File: src/rtl/riscv_multi_core.sv
// riscv_multi_core
// Multicycle RV32 integer core (RST/IF/ID/EX/MEM/WB/HALT) sitting between an
// external instruction memory and an external data memory, both accessed via
// req/ready handshakes.
//
// Supported: add, sub, mul (MUL_EN=1), addi, lui, lw, sw, beq, bne, blt, bge, jal.
// Fetching HALT_WORD stops the core cleanly; any other unsupported encoding
// stops it with `illegal` set.
//
// Ports
//   CLOCK_50     in   system clock (rising edge)
//   reset_n      in   asynchronous active-low reset
//   imem_req     out  fetch request (IF state)
//   imem_addr    out  fetch byte address (= PC), 0 when idle
//   imem_rdata   in   instruction word, valid with imem_ready
//   imem_ready   in   fetch complete
//   dmem_req     out  data access request (MEM state)
//   dmem_we      out  1 = store, 0 = load
//   dmem_addr    out  effective byte address, 0 when idle
//   dmem_wdata   out  store data (rs2), 0 unless storing
//   dmem_rdata   in   load data, valid with dmem_ready
//   dmem_ready   in   data access complete
//   done         out  core halted
//   illegal      out  halt was caused by an unsupported instruction
//   clock_count  out  cycles spent outside RST/HALT since reset (wraps)
//   instr_cnt    out  instructions that reached EX (wraps)
module riscv_multi_core #(
    parameter int unsigned CNT_WIDTH = 16,
    parameter logic [31:0] RESET_PC  = 32'h0,
    parameter logic [31:0] HALT_WORD = 32'hFFFF_FFFF,
    parameter bit          MUL_EN    = 1'b1
) (
    input  logic                 CLOCK_50,
    input  logic                 reset_n,
    output logic                 imem_req,
    output logic [31:0]          imem_addr,
    input  logic [31:0]          imem_rdata,
    input  logic                 imem_ready,
    output logic                 dmem_req,
    output logic                 dmem_we,
    output logic [31:0]          dmem_addr,
    output logic [31:0]          dmem_wdata,
    input  logic [31:0]          dmem_rdata,
    input  logic                 dmem_ready,
    output logic                 done,
    output logic                 illegal,
    output logic [CNT_WIDTH-1:0] clock_count,
    output logic [CNT_WIDTH-1:0] instr_cnt
);

    typedef enum logic [2:0] {
        S_RST, S_IF, S_ID, S_EX, S_MEM, S_WB, S_HALT
    } state_t;

    typedef enum logic [3:0] {
        OP_ADD, OP_SUB, OP_MUL, OP_ADDI, OP_LUI, OP_LW, OP_SW,
        OP_BEQ, OP_BNE, OP_BLT, OP_BGE, OP_JAL, OP_ILL
    } op_t;

    state_t                state_q, state_d;
    logic [31:0]           pc_q, pc_d;
    logic [31:0]           ir_q, ir_d;
    logic signed [31:0]    a_q, a_d;
    logic signed [31:0]    b_q, b_d;
    logic [31:0]           target_q, target_d;
    logic [31:0]           alu_q, alu_d;
    logic [31:0]           mdr_q, mdr_d;
    logic                  illegal_q, illegal_d;
    logic [CNT_WIDTH-1:0]  clk_cnt_q, clk_cnt_d;
    logic [CNT_WIDTH-1:0]  instr_cnt_q, instr_cnt_d;
    logic [31:0]           regs_q [0:31];

    // Register-file write port, driven from EX (jal link) or WB
    logic                  rf_we;
    logic [4:0]            rf_waddr;
    logic [31:0]           rf_wdata;

    // Instruction fields and immediates, decoded from the held IR
    logic [6:0]            opcode;
    logic [2:0]            funct3;
    logic [6:0]            funct7;
    logic [4:0]            rs1, rs2, rd;
    logic signed [31:0]    imm_i, imm_s, imm_b, imm_j;
    logic signed [31:0]    rs1_val, rs2_val;
    op_t                   op;

    assign opcode = ir_q[6:0];
    assign rd     = ir_q[11:7];
    assign funct3 = ir_q[14:12];
    assign rs1    = ir_q[19:15];
    assign rs2    = ir_q[24:20];
    assign funct7 = ir_q[31:25];

    assign imm_i = {{20{ir_q[31]}}, ir_q[31:20]};
    assign imm_s = {{20{ir_q[31]}}, ir_q[31:25], ir_q[11:7]};
    assign imm_b = {{19{ir_q[31]}}, ir_q[31], ir_q[7], ir_q[30:25], ir_q[11:8], 1'b0};
    assign imm_j = {{11{ir_q[31]}}, ir_q[31], ir_q[19:12], ir_q[20], ir_q[30:21], 1'b0};

    // x0 always reads as zero regardless of array contents
    assign rs1_val = (rs1 == 5'd0) ? 32'sd0 : regs_q[rs1];
    assign rs2_val = (rs2 == 5'd0) ? 32'sd0 : regs_q[rs2];

    always_comb begin
        op = OP_ILL;
        case (opcode)
            7'b0110011: begin
                if (funct3 == 3'b000) begin
                    if (funct7 == 7'b0000000)               op = OP_ADD;
                    else if (funct7 == 7'b0100000)          op = OP_SUB;
                    else if (funct7 == 7'b0000001 && MUL_EN) op = OP_MUL;
                end
            end
            7'b0010011: if (funct3 == 3'b000) op = OP_ADDI;
            7'b0110111: op = OP_LUI;
            7'b0000011: if (funct3 == 3'b010) op = OP_LW;
            7'b0100011: if (funct3 == 3'b010) op = OP_SW;
            7'b1100011: begin
                case (funct3)
                    3'b000:  op = OP_BEQ;
                    3'b001:  op = OP_BNE;
                    3'b100:  op = OP_BLT;
                    3'b101:  op = OP_BGE;
                    default: op = OP_ILL;
                endcase
            end
            7'b1101111: op = OP_JAL;
            default:    op = OP_ILL;
        endcase
    end

    // Next-state and datapath control
    always_comb begin
        state_d     = state_q;
        pc_d        = pc_q;
        ir_d        = ir_q;
        a_d         = a_q;
        b_d         = b_q;
        target_d    = target_q;
        alu_d       = alu_q;
        mdr_d       = mdr_q;
        illegal_d   = illegal_q;
        clk_cnt_d   = clk_cnt_q;
        instr_cnt_d = instr_cnt_q;
        rf_we       = 1'b0;
        rf_waddr    = rd;
        rf_wdata    = alu_q;
        imem_req    = 1'b0;
        dmem_req    = 1'b0;
        dmem_we     = 1'b0;

        if (state_q != S_RST && state_q != S_HALT)
            clk_cnt_d = clk_cnt_q + CNT_WIDTH'(1);

        case (state_q)
            S_RST: state_d = S_IF;

            S_IF: begin
                imem_req = 1'b1;
                if (imem_ready) begin
                    ir_d    = imem_rdata;
                    pc_d    = pc_q + 32'd4;
                    state_d = S_ID;
                end
            end

            S_ID: begin
                if (ir_q == HALT_WORD) begin
                    state_d = S_HALT;
                end else if (op == OP_ILL) begin
                    illegal_d = 1'b1;
                    state_d   = S_HALT;
                end else begin
                    a_d         = rs1_val;
                    b_d         = rs2_val;
                    // PC already points past this instruction
                    target_d    = (pc_q - 32'd4) + ((op == OP_JAL) ? imm_j : imm_b);
                    instr_cnt_d = instr_cnt_q + CNT_WIDTH'(1);
                    state_d     = S_EX;
                end
            end

            S_EX: begin
                state_d = S_IF;
                case (op)
                    OP_ADD:  begin alu_d = a_q + b_q;   state_d = S_WB; end
                    OP_SUB:  begin alu_d = a_q - b_q;   state_d = S_WB; end
                    OP_MUL:  begin alu_d = a_q * b_q;   state_d = S_WB; end
                    OP_ADDI: begin alu_d = a_q + imm_i; state_d = S_WB; end
                    OP_LUI:  begin alu_d = {ir_q[31:12], 12'b0}; state_d = S_WB; end
                    OP_LW:   begin alu_d = a_q + imm_i; state_d = S_MEM; end
                    OP_SW:   begin alu_d = a_q + imm_s; state_d = S_MEM; end
                    OP_BEQ:  if (a_q == b_q) pc_d = target_q;
                    OP_BNE:  if (a_q != b_q) pc_d = target_q;
                    OP_BLT:  if (a_q <  b_q) pc_d = target_q;
                    OP_BGE:  if (a_q >= b_q) pc_d = target_q;
                    OP_JAL: begin
                        rf_we    = 1'b1;
                        rf_wdata = pc_q;
                        pc_d     = target_q;
                    end
                    default: state_d = S_IF;
                endcase
            end

            S_MEM: begin
                dmem_req = 1'b1;
                dmem_we  = (op == OP_SW);
                if (dmem_ready) begin
                    if (op == OP_SW) begin
                        state_d = S_IF;
                    end else begin
                        mdr_d   = dmem_rdata;
                        state_d = S_WB;
                    end
                end
            end

            S_WB: begin
                rf_we    = 1'b1;
                rf_wdata = (op == OP_LW) ? mdr_q : alu_q;
                state_d  = S_IF;
            end

            S_HALT: state_d = S_HALT;

            default: state_d = S_RST;
        endcase
    end

    always_ff @(posedge CLOCK_50 or negedge reset_n) begin
        if (!reset_n) begin
            state_q     <= S_RST;
            pc_q        <= RESET_PC;
            ir_q        <= '0;
            a_q         <= '0;
            b_q         <= '0;
            target_q    <= '0;
            alu_q       <= '0;
            mdr_q       <= '0;
            illegal_q   <= 1'b0;
            clk_cnt_q   <= '0;
            instr_cnt_q <= '0;
        end else begin
            state_q     <= state_d;
            pc_q        <= pc_d;
            ir_q        <= ir_d;
            a_q         <= a_d;
            b_q         <= b_d;
            target_q    <= target_d;
            alu_q       <= alu_d;
            mdr_q       <= mdr_d;
            illegal_q   <= illegal_d;
            clk_cnt_q   <= clk_cnt_d;
            instr_cnt_q <= instr_cnt_d;
        end
    end

    always_ff @(posedge CLOCK_50 or negedge reset_n) begin
        if (!reset_n) begin
            for (int i = 0; i < 32; i++) regs_q[i] <= '0;
        end else if (rf_we && rf_waddr != 5'd0) begin
            regs_q[rf_waddr] <= rf_wdata;
        end
    end

    // Bus outputs are zero whenever the matching request is idle
    assign imem_addr   = imem_req ? pc_q  : '0;
    assign dmem_addr   = dmem_req ? alu_q : '0;
    assign dmem_wdata  = dmem_we  ? b_q   : '0;
    assign done        = (state_q == S_HALT);
    assign illegal     = illegal_q;
    assign clock_count = clk_cnt_q;
    assign instr_cnt   = instr_cnt_q;

endmodule

File: config.mk
export PLATFORM = sky130hd
export DESIGN_NAME = riscv_multi_core
export DESIGN_NICKNAME = d
export VERILOG_FILES = /design/src/rtl/riscv_multi_core.sv
export SDC_FILE = /design/constraint.sdc
export NUM_CORES = 2
export LEC_CHECK = 0
export BUFFER_PORTS_ARGS = -buffer_cell sky130_fd_sc_hd__clkbuf_2
export CAP_MARGIN = 10
export CORE_UTILIZATION = 60
export CTS_CLUSTER_SIZE = 16
export DETAILED_ROUTE_END_ITERATION = 8
export MAX_ROUTING_LAYER = met4
export PLACE_DENSITY = 0.77
export SETUP_SLACK_MARGIN = 0.1
export SYNTH_ARGS = -nofsm -noshare
export SYNTH_HDL_FRONTEND = slang
export SYNTH_SLANG_ARGS = --single-unit
export TNS_END_PERCENT = 1
File: constraint.sdc
create_clock -name CLOCK_50 -period 8.35 [get_ports CLOCK_50]
set_input_delay 1.67 -clock CLOCK_50 [delete_from_list [all_inputs] [get_ports CLOCK_50]]
set_output_delay 1.67 -clock CLOCK_50 [all_outputs]
set_load 0.005 [all_outputs]
==> metrics.md <==
| Metric | Value |
|---|---|
| CTS buffer count | `140` |
| Synth Area in Simple Gates | `11.75%` |
| Adder-cell share of the synthesized area | `13.80%` |
| DIE AREA | `0.1448 sq mm` |
| Setup total negative slack | `0 ns` |
| Post-place instance area | `0.08889 sq mm` |
| # fillers | `10644` |
| Post-synthesis sequential area ratio | `37.37%` |
| Post-synthesis instance area | `0.08599 sq mm` |
| Post-Syn Area per Cell | `10.46 sq um` |
| Met1 GRT Util | `53.38%` |
| Worst vdd ir | `0.1718 mV` |
| P_leak | `42.82 nW` |
| Global Route Usage Sum | `42.34%` |
| Initial antenna violation count | `15` |
| Top Family by Delay on Critical Path | `adder cells` |
| DRC viols | `0` |
| DR pass1 iterations | `6` |
| Largest family of logic cells by synthesized area | `multiplexers` |
| Post-synth net total | `8989` |
| Area growth, synth to finish | `9.017%` |
| Worst path max stage delay | `0.93 ns` |
| Hold WC Path Type | `reg2reg` |
| Core Util, Final | `66.05%` |
| Async SR Flop Fraction | `100.0%` |
| DR WL/cell | `29.10 um` |
| # rows | `138` |
| CORE AREA | `0.1419 sq mm` |
| Hold slack | `0.3934 ns` |
| First-pass GRT wire length | `438200 um` |
| Final period util | `94.39%` |
| Fmax | `0.1269 GHz` |
| Arrival @ worst endpoint | `8.53 ns` |
| Post-synth EDFFs | `0` |
| Slew @ Worst Pin | `1.341 ns` |
| Max cap viols | `0` |
| Post-route cell area | `0.09374 sq mm` |
| Hold Vio Cnt, Final | `0` |
| Crit path top cell by count | `fa_1` |
| Synth warnings | `0` |
| Final Power | `0.01287 W` |
| Min cycle time layout | `7.882 ns` |
| CTS tree | `done` |
| Clock Latency Late Sink | `0.81 ns` |
| Routability cong. | `1.038` |
| Most frequent cells in the layout | `dfrtp_1 (1273), a21oi_1 (985), nor2_1 (982), mux4_2 (628), nand2_1 (603)` |
| Slew Viols, Final | `0` |
| GRT busiest layer | `met2` |
| Crit path buf inv count | `5` |
| Largest net degree at the start of global routing | `162` |
| Register Area | `0.03217 sq mm` |
| Initial drt markers | `8921` |
| Root buffer cell | `clkbuf_16` |
| Synthesized flop and latch total | `1284` |
| Post-synthesis xor/xnor area fraction | `1.966%` |
| Port Buffers | `200` |
| Boundary pin count | `201` |
| Sink Count | `1284` |
| Layout Nets | `8839` |
| Post-synthesis mux area share | `17.95%` |
| Total gr overflow | `0` |
| Slowest-stage cell, CP | `dfrtp_1` |
| Vias in the first global route | `68838` |
| Unrepaired setup endpoints after global routing | `no` |
| Max clock buf depth | `3` |
| Most common cell after layout, fill and taps aside | `dfrtp_1` |
| Run status | `complete, no violations` |
| HPWL Detailed | `190600 um` |
| CP Class | `reg2reg` |
| Vias per Instance | `6.733` |
| H-Tree Depth | `4` |
| Starting Density | `60.59%` |
| Slew margin rel. | `8.056%` |
| CP Data Required Time | `9.00 ns` |
| Worst-path clk slew | `0.06 ns` |
| Crit path launch type | `flop` |
| # setup viols final | `0` |
| Compound-Gate Fraction of Synth Area | `11.50%` |
| M3 GR Usage | `10.34%` |
| Ys flop type | `dfrtp_1` |
| CP Capture Type | `flop` |
| Area taken by multi-input logic gates | `0.04940 sq mm` |
| Synth cell types | `86` |
| Die Y | `380.6 um` |
| Ratio of cells with drive above 1 in the final layout | `17.42%` |
| Post-CTS Setup Repair Bufs | `0` |
| Vias | `67906` |
| Routed Antenna Nets | `0` |
| GR Util met2 | `62.68%` |
| Die X | `380.6 um` |
| Post-Route WL | `293400 um` |
| Pwr Density | `137.2 mW/mm^2` |
| Cells after Synth | `8219` |
| Highest net fanout along the worst path | `25` |
| Skew final | `0.07887 ns` |
power breakdown:
| group | switching [W] | total (W) | internal, W |
|---|---|---|---|
| sequential | 0 | 0.00622 | 0.00622 |
| combinational | 0.000131 | 0.000151 | 0.0000199 |
| clock | 0.00275 | 0.00649 | 0.00374 |
| total | 0.00288 | 0.0129 | 0.00999 |
per-layer routing:
layer  vias up  share of wire [%]
li1      28198                  -
met3      1146                 11
met2      4301                 46
met1     34261                 36
met4         0                7.0
met5         -                  0
metrics by stage:
stage,worst slack [ns],cells
global placement,0.4930,9816
finish,0.4683,10085
CTS,0.4203,10073
floorplan,1.126,8219
global route,0.1171,10082
detailed placement,0.4387,9816
registers in the layout (all words and copies together), names as in the netlist:
signal and flops:
a_q 32, alu_q 32, b_q 32, clock_count 16, illegal 1, instr_cnt 16, ir_q 32, mdr_q 32
pc_q 32, regs_q 1024, state_q 3, target_q 32
timing repair:
| item | 4_1_cts | 5_1_grt |
|---|---|---|
| setup endpoints to repair | 0 | 1 |
| hold buffers | 0 | 0 |
| gates resized for setup | 0 | 1 |
Yosys cell counts, drive strengths merged, types with 10 or more instances:
cell | instances | area, sq um
dfrtp | 1284 | 32130
a21oi | 1024 | 5151
nor2 | 1007 | 3780
mux4 | 628 | 14140
clkbuf | 620 | 2327
nand2 | 606 | 2275
inv | 583 | 2188
fa | 411 | 8228
and2 | 339 | 2121
o21ai | 335 | 1677
ha | 291 | 3641
xnor2 | 133 | 1165
mux2i | 82 | 820.8
and3 | 80 | 500.5
buf | 80 | 350.3
xor2 | 60 | 525.5
nand3 | 59 | 300.3
a21o | 53 | 397.9
o22ai | 48 | 300.3
a22o | 44 | 385.4
mux2 | 42 | 473.0
nor3 | 42 | 231.5
o31ai | 34 | 255.2
nand2b | 29 | 181.4
nand4 | 26 | 162.7
o21a | 23 | 172.7
a31oi | 20 | 146.4
nor2b | 17 | 106.4
or3 | 17 | 106.4
a221oi | 16 | 140.1
a22oi | 13 | 127.6
and4 | 12 | 105.1
o21bai | 12 | 90.09
o41ai | 12 | 105.1
a2bb2oi | 10 | 87.58
logic make-up after synthesis:
kind of cell	count (synthesis)
flops	1284
buf+inv	1283
simple gates	2265
compound gates	1740
fa+ha+maj	702
xor+xnor	193
mux	752
path summary, 6_finish.rpt:
check	cells past startpoint	start	slack, ns	end
setup / recovery	25	b_q[1]$_DFFE_PN0P_	0.47	alu_q[31]$_DFFE_PN0P_
hold reg to reg	0	regs_q[1001]$_DFFE_PN0P_	0.39	regs_q[1001]$_DFFE_PN0P_
hold / removal	0	regs_q[1001]$_DFFE_PN0P_	0.39	regs_q[1001]$_DFFE_PN0P_
setup reg to reg	25	b_q[1]$_DFFE_PN0P_	0.47	alu_q[31]$_DFFE_PN0P_
max in group asynchronous	3	reset_n	5.66	regs_q[126]$_DFFE_PN0P_
min in group asynchronous	1	reset_n	0.88	regs_q[656]$_DFFE_PN0P_
worst reg2reg max path, stage by stage, from the launching register on:
cell,delay [ns]
dfrtp_1,0.93
and2_1,0.25
ha_1,0.24
fa_1,0.53
inv_1,0.05
fa_1,0.49
fa_1,0.56
inv_1,0.05
fa_1,0.51
inv_1,0.06
fa_1,0.56
inv_1,0.06
fa_1,0.49
fa_1,0.42
ha_1,0.40
and4_1,0.29
and3_1,0.20
nand2_1,0.06
o211ai_1,0.23
nor4_1,0.10
buf_4,0.16
o31ai_1,0.37
a31oi_1,0.16
xnor2_1,0.15
o22ai_1,0.09
o32a_1,0.36
final cells by class:
class | count | area share, %
diodes | 11 | 0.02936
repair buffers | 408 | 2.963
flip-flops and latches | 1284 | 34.32
clock inverters | 51 | 0.7394
clock buffers | 206 | 4.399
multi-input cells | 5652 | 52.70
well taps | 1890 | 2.523
inverters | 583 | 2.334
(Power assumes the default switching activity.)
